`config.mk`:
```
export PLATFORM = sky130hd
export DESIGN_NAME = piradip_axil_regbank_bridge
export DESIGN_NICKNAME = d
export VERILOG_FILES = /design/src/rtl/piradip_axil_regbank_bridge.sv
export SDC_FILE = /design/constraint.sdc
export NUM_CORES = 1
export LEC_CHECK = 0
export CAP_MARGIN = 20
export CELL_PAD_IN_SITES_DETAIL_PLACEMENT = 0
export CELL_PAD_IN_SITES_GLOBAL_PLACEMENT = 2
export CORE_ASPECT_RATIO = 0.8
export CORE_UTILIZATION = 24
export DETAILED_ROUTE_END_ITERATION = 10
export PLACE_DENSITY_LB_ADDON = 0.1
export SLEW_MARGIN = 20
export SYNTH_ARGS = -nofsm -noshare
export SYNTH_HDL_FRONTEND = slang
export SYNTH_SLANG_ARGS = --single-unit
```
`constraint.sdc`:
```
create_clock -name aclk -period 4.01 [get_ports aclk]
set_input_delay 0.6015 -clock aclk [delete_from_list [all_inputs] [get_ports aclk]]
set_output_delay 0.6015 -clock aclk [all_outputs]
set_load 0.02 [all_outputs]
```
`src/rtl/piradip_axil_regbank_bridge.sv`:
```
// AXI4-Lite subordinate bridging onto the register-server port, with decoupled AW/W holding,
// configurable read-server latency and SLVERR decode of out-of-range register numbers.
module piradip_axil_regbank_bridge #(
   parameter int ADDR_WIDTH    = 8,
   parameter int DATA_WIDTH    = 32,
   parameter int NUM_REGS      = 16,
   parameter int READ_LATENCY  = 1,
   parameter int ERR_CNT_WIDTH = 16,
   localparam int ADDR_LSB     = $clog2(DATA_WIDTH / 8),
   localparam int REG_BITS     = ADDR_WIDTH - ADDR_LSB,
   localparam int STRB_W       = DATA_WIDTH / 8
) (
   input  logic                     aclk,
   input  logic                     areset,
   input  logic [ADDR_WIDTH-1:0]    s_awaddr,
   input  logic [2:0]               s_awprot,
   input  logic                     s_awvalid,
   output logic                     s_awready,
   input  logic [DATA_WIDTH-1:0]    s_wdata,
   input  logic [STRB_W-1:0]        s_wstrb,
   input  logic                     s_wvalid,
   output logic                     s_wready,
   output logic [1:0]               s_bresp,
   output logic                     s_bvalid,
   input  logic                     s_bready,
   input  logic [ADDR_WIDTH-1:0]    s_araddr,
   input  logic [2:0]               s_arprot,
   input  logic                     s_arvalid,
   output logic                     s_arready,
   output logic [DATA_WIDTH-1:0]    s_rdata,
   output logic [1:0]               s_rresp,
   output logic                     s_rvalid,
   input  logic                     s_rready,
   output logic                     wren,
   output logic [REG_BITS-1:0]      wreg_no,
   output logic [DATA_WIDTH-1:0]    wreg_data,
   output logic [STRB_W-1:0]        wstrb,
   output logic                     rden,
   output logic [REG_BITS-1:0]      rreg_no,
   input  logic [DATA_WIDTH-1:0]    rreg_data,
   output logic [ERR_CNT_WIDTH-1:0] err_count
);

   localparam logic [1:0] RESP_OKAY   = 2'b00;
   localparam logic [1:0] RESP_SLVERR = 2'b10;

   logic                     r_aw_full, r_w_full, r_ar_full;
   logic                     r_bvalid, r_rvalid, r_rd_busy;
   logic [REG_BITS-1:0]      r_aw_regno, r_ar_regno;
   logic [DATA_WIDTH-1:0]    r_wdata, r_rdata;
   logic [STRB_W-1:0]        r_wstrb;
   logic [1:0]               r_bresp, r_rresp;
   logic [2:0]               r_rd_cnt;
   logic [ERR_CNT_WIDTH-1:0] r_err_cnt;

   logic       w_aw_hs, w_w_hs, w_ar_hs;
   logic       w_wr_issue, w_rd_issue, w_wr_ok, w_rd_ok, w_rd_sample;
   logic [1:0] w_err_inc;
   logic       w_unused;

   function automatic logic in_range(input logic [REG_BITS-1:0] regno);
      return 32'(regno) < 32'(NUM_REGS);
   endfunction

   function automatic logic [ERR_CNT_WIDTH-1:0] sat_add(input logic [ERR_CNT_WIDTH-1:0] cnt,
                                                        input logic [1:0] inc);
      logic [ERR_CNT_WIDTH:0] sum;
      sum = {1'b0, cnt} + (ERR_CNT_WIDTH + 1)'(inc);
      return sum[ERR_CNT_WIDTH] ? {ERR_CNT_WIDTH{1'b1}} : sum[ERR_CNT_WIDTH-1:0];
   endfunction

   assign w_unused = ^{s_awprot, s_arprot, s_awaddr[ADDR_LSB-1:0], s_araddr[ADDR_LSB-1:0]};

   assign s_awready = ~r_aw_full & ~areset;
   assign s_wready  = ~r_w_full & ~areset;
   assign s_arready = ~r_ar_full & ~areset;

   assign w_aw_hs = s_awvalid & s_awready;
   assign w_w_hs  = s_wvalid & s_wready;
   assign w_ar_hs = s_arvalid & s_arready;

   // Issue gating with areset keeps a held transaction from leaking a strobe during reset.
   assign w_wr_ok     = in_range(r_aw_regno);
   assign w_rd_ok     = in_range(r_ar_regno);
   assign w_wr_issue  = r_aw_full & r_w_full & ~r_bvalid & ~areset;
   assign w_rd_issue  = r_ar_full & ~r_rd_busy & ~r_rvalid & ~areset;
   assign w_rd_sample = r_rd_busy & (r_rd_cnt == 3'(READ_LATENCY));
   assign w_err_inc   = 2'(w_wr_issue & ~w_wr_ok) + 2'(w_rd_issue & ~w_rd_ok);

   assign wren      = w_wr_issue & w_wr_ok;
   assign wreg_no   = r_aw_regno;
   assign wreg_data = r_wdata;
   assign wstrb     = r_wstrb;
   assign rden      = w_rd_issue & w_rd_ok;
   assign rreg_no   = r_ar_regno;

   assign s_bvalid  = r_bvalid;
   assign s_bresp   = r_bresp;
   assign s_rvalid  = r_rvalid;
   assign s_rresp   = r_rresp;
   assign s_rdata   = r_rdata;
   assign err_count = r_err_cnt;

   // Holding-register payloads: only meaningful while their full flag is set.
   always_ff @(posedge aclk) begin
      if (w_aw_hs) r_aw_regno <= s_awaddr[ADDR_WIDTH-1:ADDR_LSB];
      if (w_w_hs) begin
         r_wdata <= s_wdata;
         r_wstrb <= s_wstrb;
      end
      if (w_ar_hs) r_ar_regno <= s_araddr[ADDR_WIDTH-1:ADDR_LSB];
   end

   always_ff @(posedge aclk) begin
      if (areset) begin
         r_aw_full <= 1'b0;
         r_w_full  <= 1'b0;
         r_ar_full <= 1'b0;
         r_bvalid  <= 1'b0;
         r_bresp   <= RESP_OKAY;
         r_rvalid  <= 1'b0;
         r_rresp   <= RESP_OKAY;
         r_rdata   <= '0;
         r_rd_busy <= 1'b0;
         r_rd_cnt  <= 3'd0;
         r_err_cnt <= '0;
      end else begin
         if (w_aw_hs)         r_aw_full <= 1'b1;
         else if (w_wr_issue) r_aw_full <= 1'b0;
         if (w_w_hs)          r_w_full  <= 1'b1;
         else if (w_wr_issue) r_w_full  <= 1'b0;
         if (w_ar_hs)         r_ar_full <= 1'b1;
         else if (w_rd_issue) r_ar_full <= 1'b0;

         if (w_wr_issue) begin
            r_bvalid <= 1'b1;
            r_bresp  <= w_wr_ok ? RESP_OKAY : RESP_SLVERR;
         end else if (r_bvalid && s_bready) begin
            r_bvalid <= 1'b0;
         end

         // Read pipeline: r_rd_cnt counts cycles since rden, sampling when it reaches READ_LATENCY.
         if (w_rd_issue) begin
            if (!w_rd_ok) begin
               r_rvalid <= 1'b1;
               r_rdata  <= '0;
               r_rresp  <= RESP_SLVERR;
            end else if (READ_LATENCY == 0) begin
               r_rvalid <= 1'b1;
               r_rdata  <= rreg_data;
               r_rresp  <= RESP_OKAY;
            end else begin
               r_rd_busy <= 1'b1;
               r_rd_cnt  <= 3'd1;
            end
         end else if (w_rd_sample) begin
            r_rd_busy <= 1'b0;
            r_rvalid  <= 1'b1;
            r_rdata   <= rreg_data;
            r_rresp   <= RESP_OKAY;
         end else begin
            if (r_rd_busy) r_rd_cnt <= r_rd_cnt + 3'd1;
            if (r_rvalid && s_rready) r_rvalid <= 1'b0;
         end

         if (w_err_inc != 2'd0) r_err_cnt <= sat_add(r_err_cnt, w_err_inc);
      end
   end

endmodule

```
* Word-level counts from Yosys, hierarchy flattened
Index checks and enable logic that the tools add are counted.
Operators by class: reductions and logical operators 14, $lt $le $gt $ge 2, bitwise operators 26, eq/ne operators 4, add/subtract/negate cells 3, multiplexer cells 26
Operators with widths (number):
- 32-bit 2-to-1 mux | 3
- 16-bit by 2-bit adder with 17-bit output | 1
- 16-bit 2-to-1 mux | 1
- 1-bit bitwise AND | 15
- 1-bit 2-to-1 mux | 14
- 2-bit nonzero test | 7
- 6-bit by 5-bit < comparator with 1-bit output (second input constant) | 2
- 3-bit 2-to-1 mux | 4
- 2-bit 2-to-1 mux | 4
- 1-bit NOT | 7
- 2-bit AND reduction | 3
- 1-bit by 2-bit bitwise AND with 2-bit output | 2
- 2-bit != test (second input constant) | 2
- 1-bit NOT with 2-bit output | 2
- 3-bit by 1-bit adder with 3-bit output (second input constant) | 1
- 3-bit by 1-bit equality test with 1-bit output (second input constant) | 1
- 3-bit AND reduction | 1
- 3-bit nonzero test | 1
- 2-bit adder | 1
- 1-bit logical AND | 2
- 2-bit by 1-bit != test with 1-bit output (second input constant) | 1
Word-level totals: flip-flop bits (word level) 109

* Depth between registers and ports, before layout
depth in word-level cells 8, depth in mapped cells 13

* Least setup slack after synthesis
Ideal clock, no wire load.
path kind input port to flip-flop, start in areset, end reg r_err_cnt[11] (netlist: err_count[11]), arrival time 3388 ps, library setup time 71 ps, setup slack 551 ps, required time 3939 ps, stages on the path 12, path buffers 2, cells stage by stage or4b_4 -> o21bai_4 -> buf_6 -> ha_1 -> ha_1 -> inv_1 -> fa_1 -> and4bb_2 -> nand2_1 -> or3_4 -> buf_6 -> a21oi_1
Between the ends: longest elaborated chain between the ends 6, elaborated cells between the ends (all ways) 9
Ends and longest elaborated chain:
- from (decl) | line 14 | input logic areset,
- 1-bit NOT | line 85, 86
- 1-bit bitwise AND, on equally long branches | line 85, 86
- 1-bit by 2-bit bitwise AND with 2-bit output | line 88 | assign w_err_inc = 2'(w_wr_issue & ~w_wr_ok) + 2'(w_rd_issue & ~w_rd_ok);
- 2-bit adder | line 88
- 16-bit by 2-bit adder with 17-bit output | line 68 | sum = {1'b0, cnt} + (ERR_CNT_WIDTH + 1)'(inc);
- 16-bit 2-to-1 mux | line 69 | return sum[ERR_CNT_WIDTH] ? {ERR_CNT_WIDTH{1'b1}} : sum[ERR_CNT_WIDTH-1:0];
- to (signal assigned) | line 166 | if (w_err_inc != 2'd0) r_err_cnt <= sat_add(r_err_cnt, w_err_inc);
- to (decl) | line 54 | logic [ERR_CNT_WIDTH-1:0] r_err_cnt;
Parallel ways exist; a longest one is shown, timed or not. A chain may end at the register's enable or synchronous reset.

* Worst setup path in the final report
start reg r_rd_busy, end reg r_err_cnt[3] (netlist: err_count[3])
Between the ends: longest elaborated chain between the ends 8, elaborated cells between the ends (all ways) 9
Ends and longest elaborated chain:
- from (decl) | line 48 | logic r_bvalid, r_rvalid, r_rd_busy;
- from (signal assigned) | line 124 | r_rd_busy <= 1'b0;
- from (signal assigned) | line 153 | r_rd_busy <= 1'b1;
- from (signal assigned) | line 157 | r_rd_busy <= 1'b0;
- 1-bit NOT (*) | line 86 | assign w_rd_issue = r_ar_full & ~r_rd_busy & ~r_rvalid & ~areset;
- 1-bit bitwise AND (*) (3 in a row) | line 86
- 1-bit by 2-bit bitwise AND with 2-bit output (*) | line 88
- 2-bit adder (*) | line 88
- 16-bit by 2-bit adder with 17-bit output | line 68
- 16-bit 2-to-1 mux | line 69
Every way passes the cells marked *; elsewhere a longest branch is shown, timed or not.

==> flow_metrics.tcl <==
set metrics [dict create \
    run_status "completed" \
    gp_congestion 0.734 \
    synth_common_cells "dfxtp_1 (59), edfxtp_1 (48), a21oi_1 (46), nand2_1 (40), nand3_2 (26)" \
    setup_viol 0 \
    cts_resized 0 \
    hold_start "s_rdata[11]$_SDFFE_PP0P_" \
    area_growth_pct 58.2 \
    synth_xor_area_frac 0.0233 \
    ys_top_cells_by_area "edfxtp_1 (35%), dfxtp_1 (29%), nand3_2 (6.3%)" \
    yosysUniqueCellTypes 49 \
    grt_start_max_net_pins 49 \
    cts_made_buffers 9 \
    max_freq_mhz 303 \
    min_period_ns 3.30 \
    synth_seq_cells 107 \
    ir_drop_uv 195 \
    gr-usage-met1 0.177 \
    grt_usage 0.134 \
    clkLatencyLatePin_ns 0.36 \
    p_sw_uw 543 \
    relSlewSlack 0.417 \
    cp_slowest_cell "or4b_4" \
    cts.sinks 107 \
    start_util 0.248 \
    gr-usage-met2 0.191 \
    cpMostUsedCell "ha_1" \
    cap_violations 0 \
    synth-edff-count 48 \
    max_stage_delay_ns 0.58 \
    htreeDepth 3 \
    overflow 0 \
    hp-class "reg2reg" \
    cp_top_family "simple AND/OR/NAND/NOR gates" \
    std_cell_rows 42 \
    ioPinCount 204 \
    use_met3 0.0709 \
    synth_compound_area_frac 0.0846 \
    avgSynthCellArea_sq_um 12.2 \
    finalCritPeriodShare 0.823 \
    cts_tree "built" \
    post_cts_buffers 0 \
    ant_nets 0 \
    seqPwrFrac 0.520 \
    diodes 0 \
    synth_mux_area_frac 0.00514 \
    netlist_area_sq_mm 0.00414 \
    vias 3246 \
    yosys.area.top_type "edfxtp_1" \
    drive_gt1_frac 0.121 \
    r2r_slack_ns 0.71 \
    routedWlPerCell_um 15.3 \
    p_leak_uw 0.00215 \
    cts.clk_slew.worst_paths_ns 0.08 \
    cts_hold_buf 0 \
    internal_power_uw 1730 \
    hold_viol 0 \
    rr_startpoint "r_rd_busy$_SDFFE_PP0P_" \
    tightest_slew_ns 0.874 \
    yosysWarnings 0 \
    yosys.area_share.adder 0.0230 \
    startpoint "r_rd_busy$_SDFFE_PP0P_" \
    yosys.cell_count.top_type "dfxtp_1" \
    path_max_fanout 12 \
    synth_top_flop_cell "dfxtp_1" \
    design.die.area_sq_mm 0.0178 \
    arrival_ns 3.58 \
    clockPowerShare 0.385 \
    placed_cell_area_sq_mm 0.00626 \
    rsz0062_at_grt "no" \
    portBuffers 191 \
    die_h_um 119 \
    setup_tns_ns 0 \
    core_sq_mm 0.0167 \
    finalWirelength_mm 11.6 \
    drcViolationCount 0 \
    drtIter0Drc 231 \
    drv_slew 0 \
    synth_cells 340 \
    p_per_area_mw_per_mm2 347 \
    nNetsFinal 634 \
    dieWidth_um 149 \
    grt_first_pass_wirelength_mm 17.9 \
    layout_setup_ws_ns 0.709 \
    hold_ws_ns 0.465 \
    cts_buffer_depth 2 \
    synthSimpleGateAreaFrac 0.193 \
    critPathKind "reg2reg" \
    drt_first_pass_iters 4 \
    antenna_found_initial 0 \
    skew_ns 0.00885 \
    startpoint_type "flip-flop" \
    path_cells "or4b_4 > o21bai_4 > ha_1 > ha_1 > inv_1 > fa_1 > and4bb_2 > nand2_1 > or3_4 > a21oi_1" \
    dpl_worst_slack_ns 0.393 \
    synth-async-reset-ratio 0 \
    dp.final_hpwl_mm 8.22 \
    cp_data_required_time_ns 4.29 \
    root_buffer "clkbuf_16" \
    finalInstanceArea_sq_mm 0.00655 \
    grt_pass1_vias 3164 \
    via_per_inst 4.30 \
    yosysTopAreaCellShare 0.348 \
    crit_buf_inv 1 \
    synth_top_family_by_area "simple AND/OR/NAND/NOR gates" \
    critPathCaptureType "flip-flop" \
    ys_seq_area_frac 0.634 \
    combPwrFrac 0.095 \
    grt_most_used_layer "met2" \
    sw_frac_of_total 0.239 \
]
==> worst register-to-register path, delay by kind of cell, from the launching register on <==
kind            cells  cell delay [ns]
compound gates      2             0.37
fa+ha+maj           3             0.81
buf+inv             1             0.05
flops               1             0.39
simple gates        4             1.59
==> power by group through the flow <==
stage	clock network, uW	registers, uW	logic (uW)
after CTS	920	1180	219
final	874	1180	215
after detailed placement	0	1210	218
after global placement	0	1210	217
after global routing	970	1180	231
after floorplan	0	1230	50.1
==> path summary, 6_finish.rpt <==
check,end,cells past startpoint
min reg2reg,s_rdata[11]$_SDFFE_PP0P_,2
max,err_count[3]$_SDFFE_PP0P_,10
max reg2reg,err_count[3]$_SDFFE_PP0P_,10
min,s_rdata[11]$_SDFFE_PP0P_,2
==> per-stage QoR <==
| step | power [uW] | util | std cells |
|---|---|---|---|
| final | 2270 | 0.392 | 755 |
| after global routing | 2380 | 0.392 | 755 |
| after CTS | 2320 | 0.392 | 755 |
| after detailed placement | 1420 | 0.374 | 739 |
| after global placement | 1420 | 0.374 | 739 |
| after floorplan | 1280 | - | 341 |
==> final cells by class <==
cell class              instances  area, sq um
clock buffers                   9          225
clock inverters                 7         65.1
fillers                      1618        10200
inverters                       7         26.3
multi-input cells             207         1370
flip-flops and latches        107         2620
well taps                     220          275
repair buffers                198         1960
==> sequential cells by signal, indices dropped and copies added (netlist names), 3 cells and up <==
name,flops
s_rdata,32
wreg_data,32
err_count,16
rreg_no,6
wreg_no,6
wstrb,4
r_rd_cnt,3
==> kinds of logic (layout without fill, tap and decap cells) <==
logic type / after synthesis / in the layout
AO/OA/AOI/OAI: 59 / 59
XOR/XNOR: 11 / 11
other: 1 / 2
buffers and inverters: 27 / 221
AND/OR/NAND/NOR: 126 / 126
multiplexers: 2 / 2
adder cells (fa/ha/maj): 7 / 7
flip-flops: 107 / 107
==> cell usage in the layout (no fill, tap or decap), types with 3 or more instances in the layout <==
master	synthesis	final
nand2_1	40	40
nor2_1	13	12
nor3_1	7	7
clkdlybuf4s50_1	0	190
buf_4	2	7
xnor2_1	7	7
inv_6	0	3
nand3_1	11	11
a21oi_1	46	46
and4_1	3	3
nand3b_1	3	3
nand3_2	26	26
ha_1	6	6
and3_1	4	4
dfxtp_1	59	59
nor3b_1	4	4
edfxtp_1	48	48
clkbuf_16	0	9
xor2_1	4	4
inv_1	6	6
==> per-layer routing <==
metal,vias up,share of wire
li1,1588,-
met1,1500,0.46
met2,151,0.41
met3,7,0.12
met4,0,0.0079
met5,-,0
Note: power is estimated with default switching activity, not from simulation.
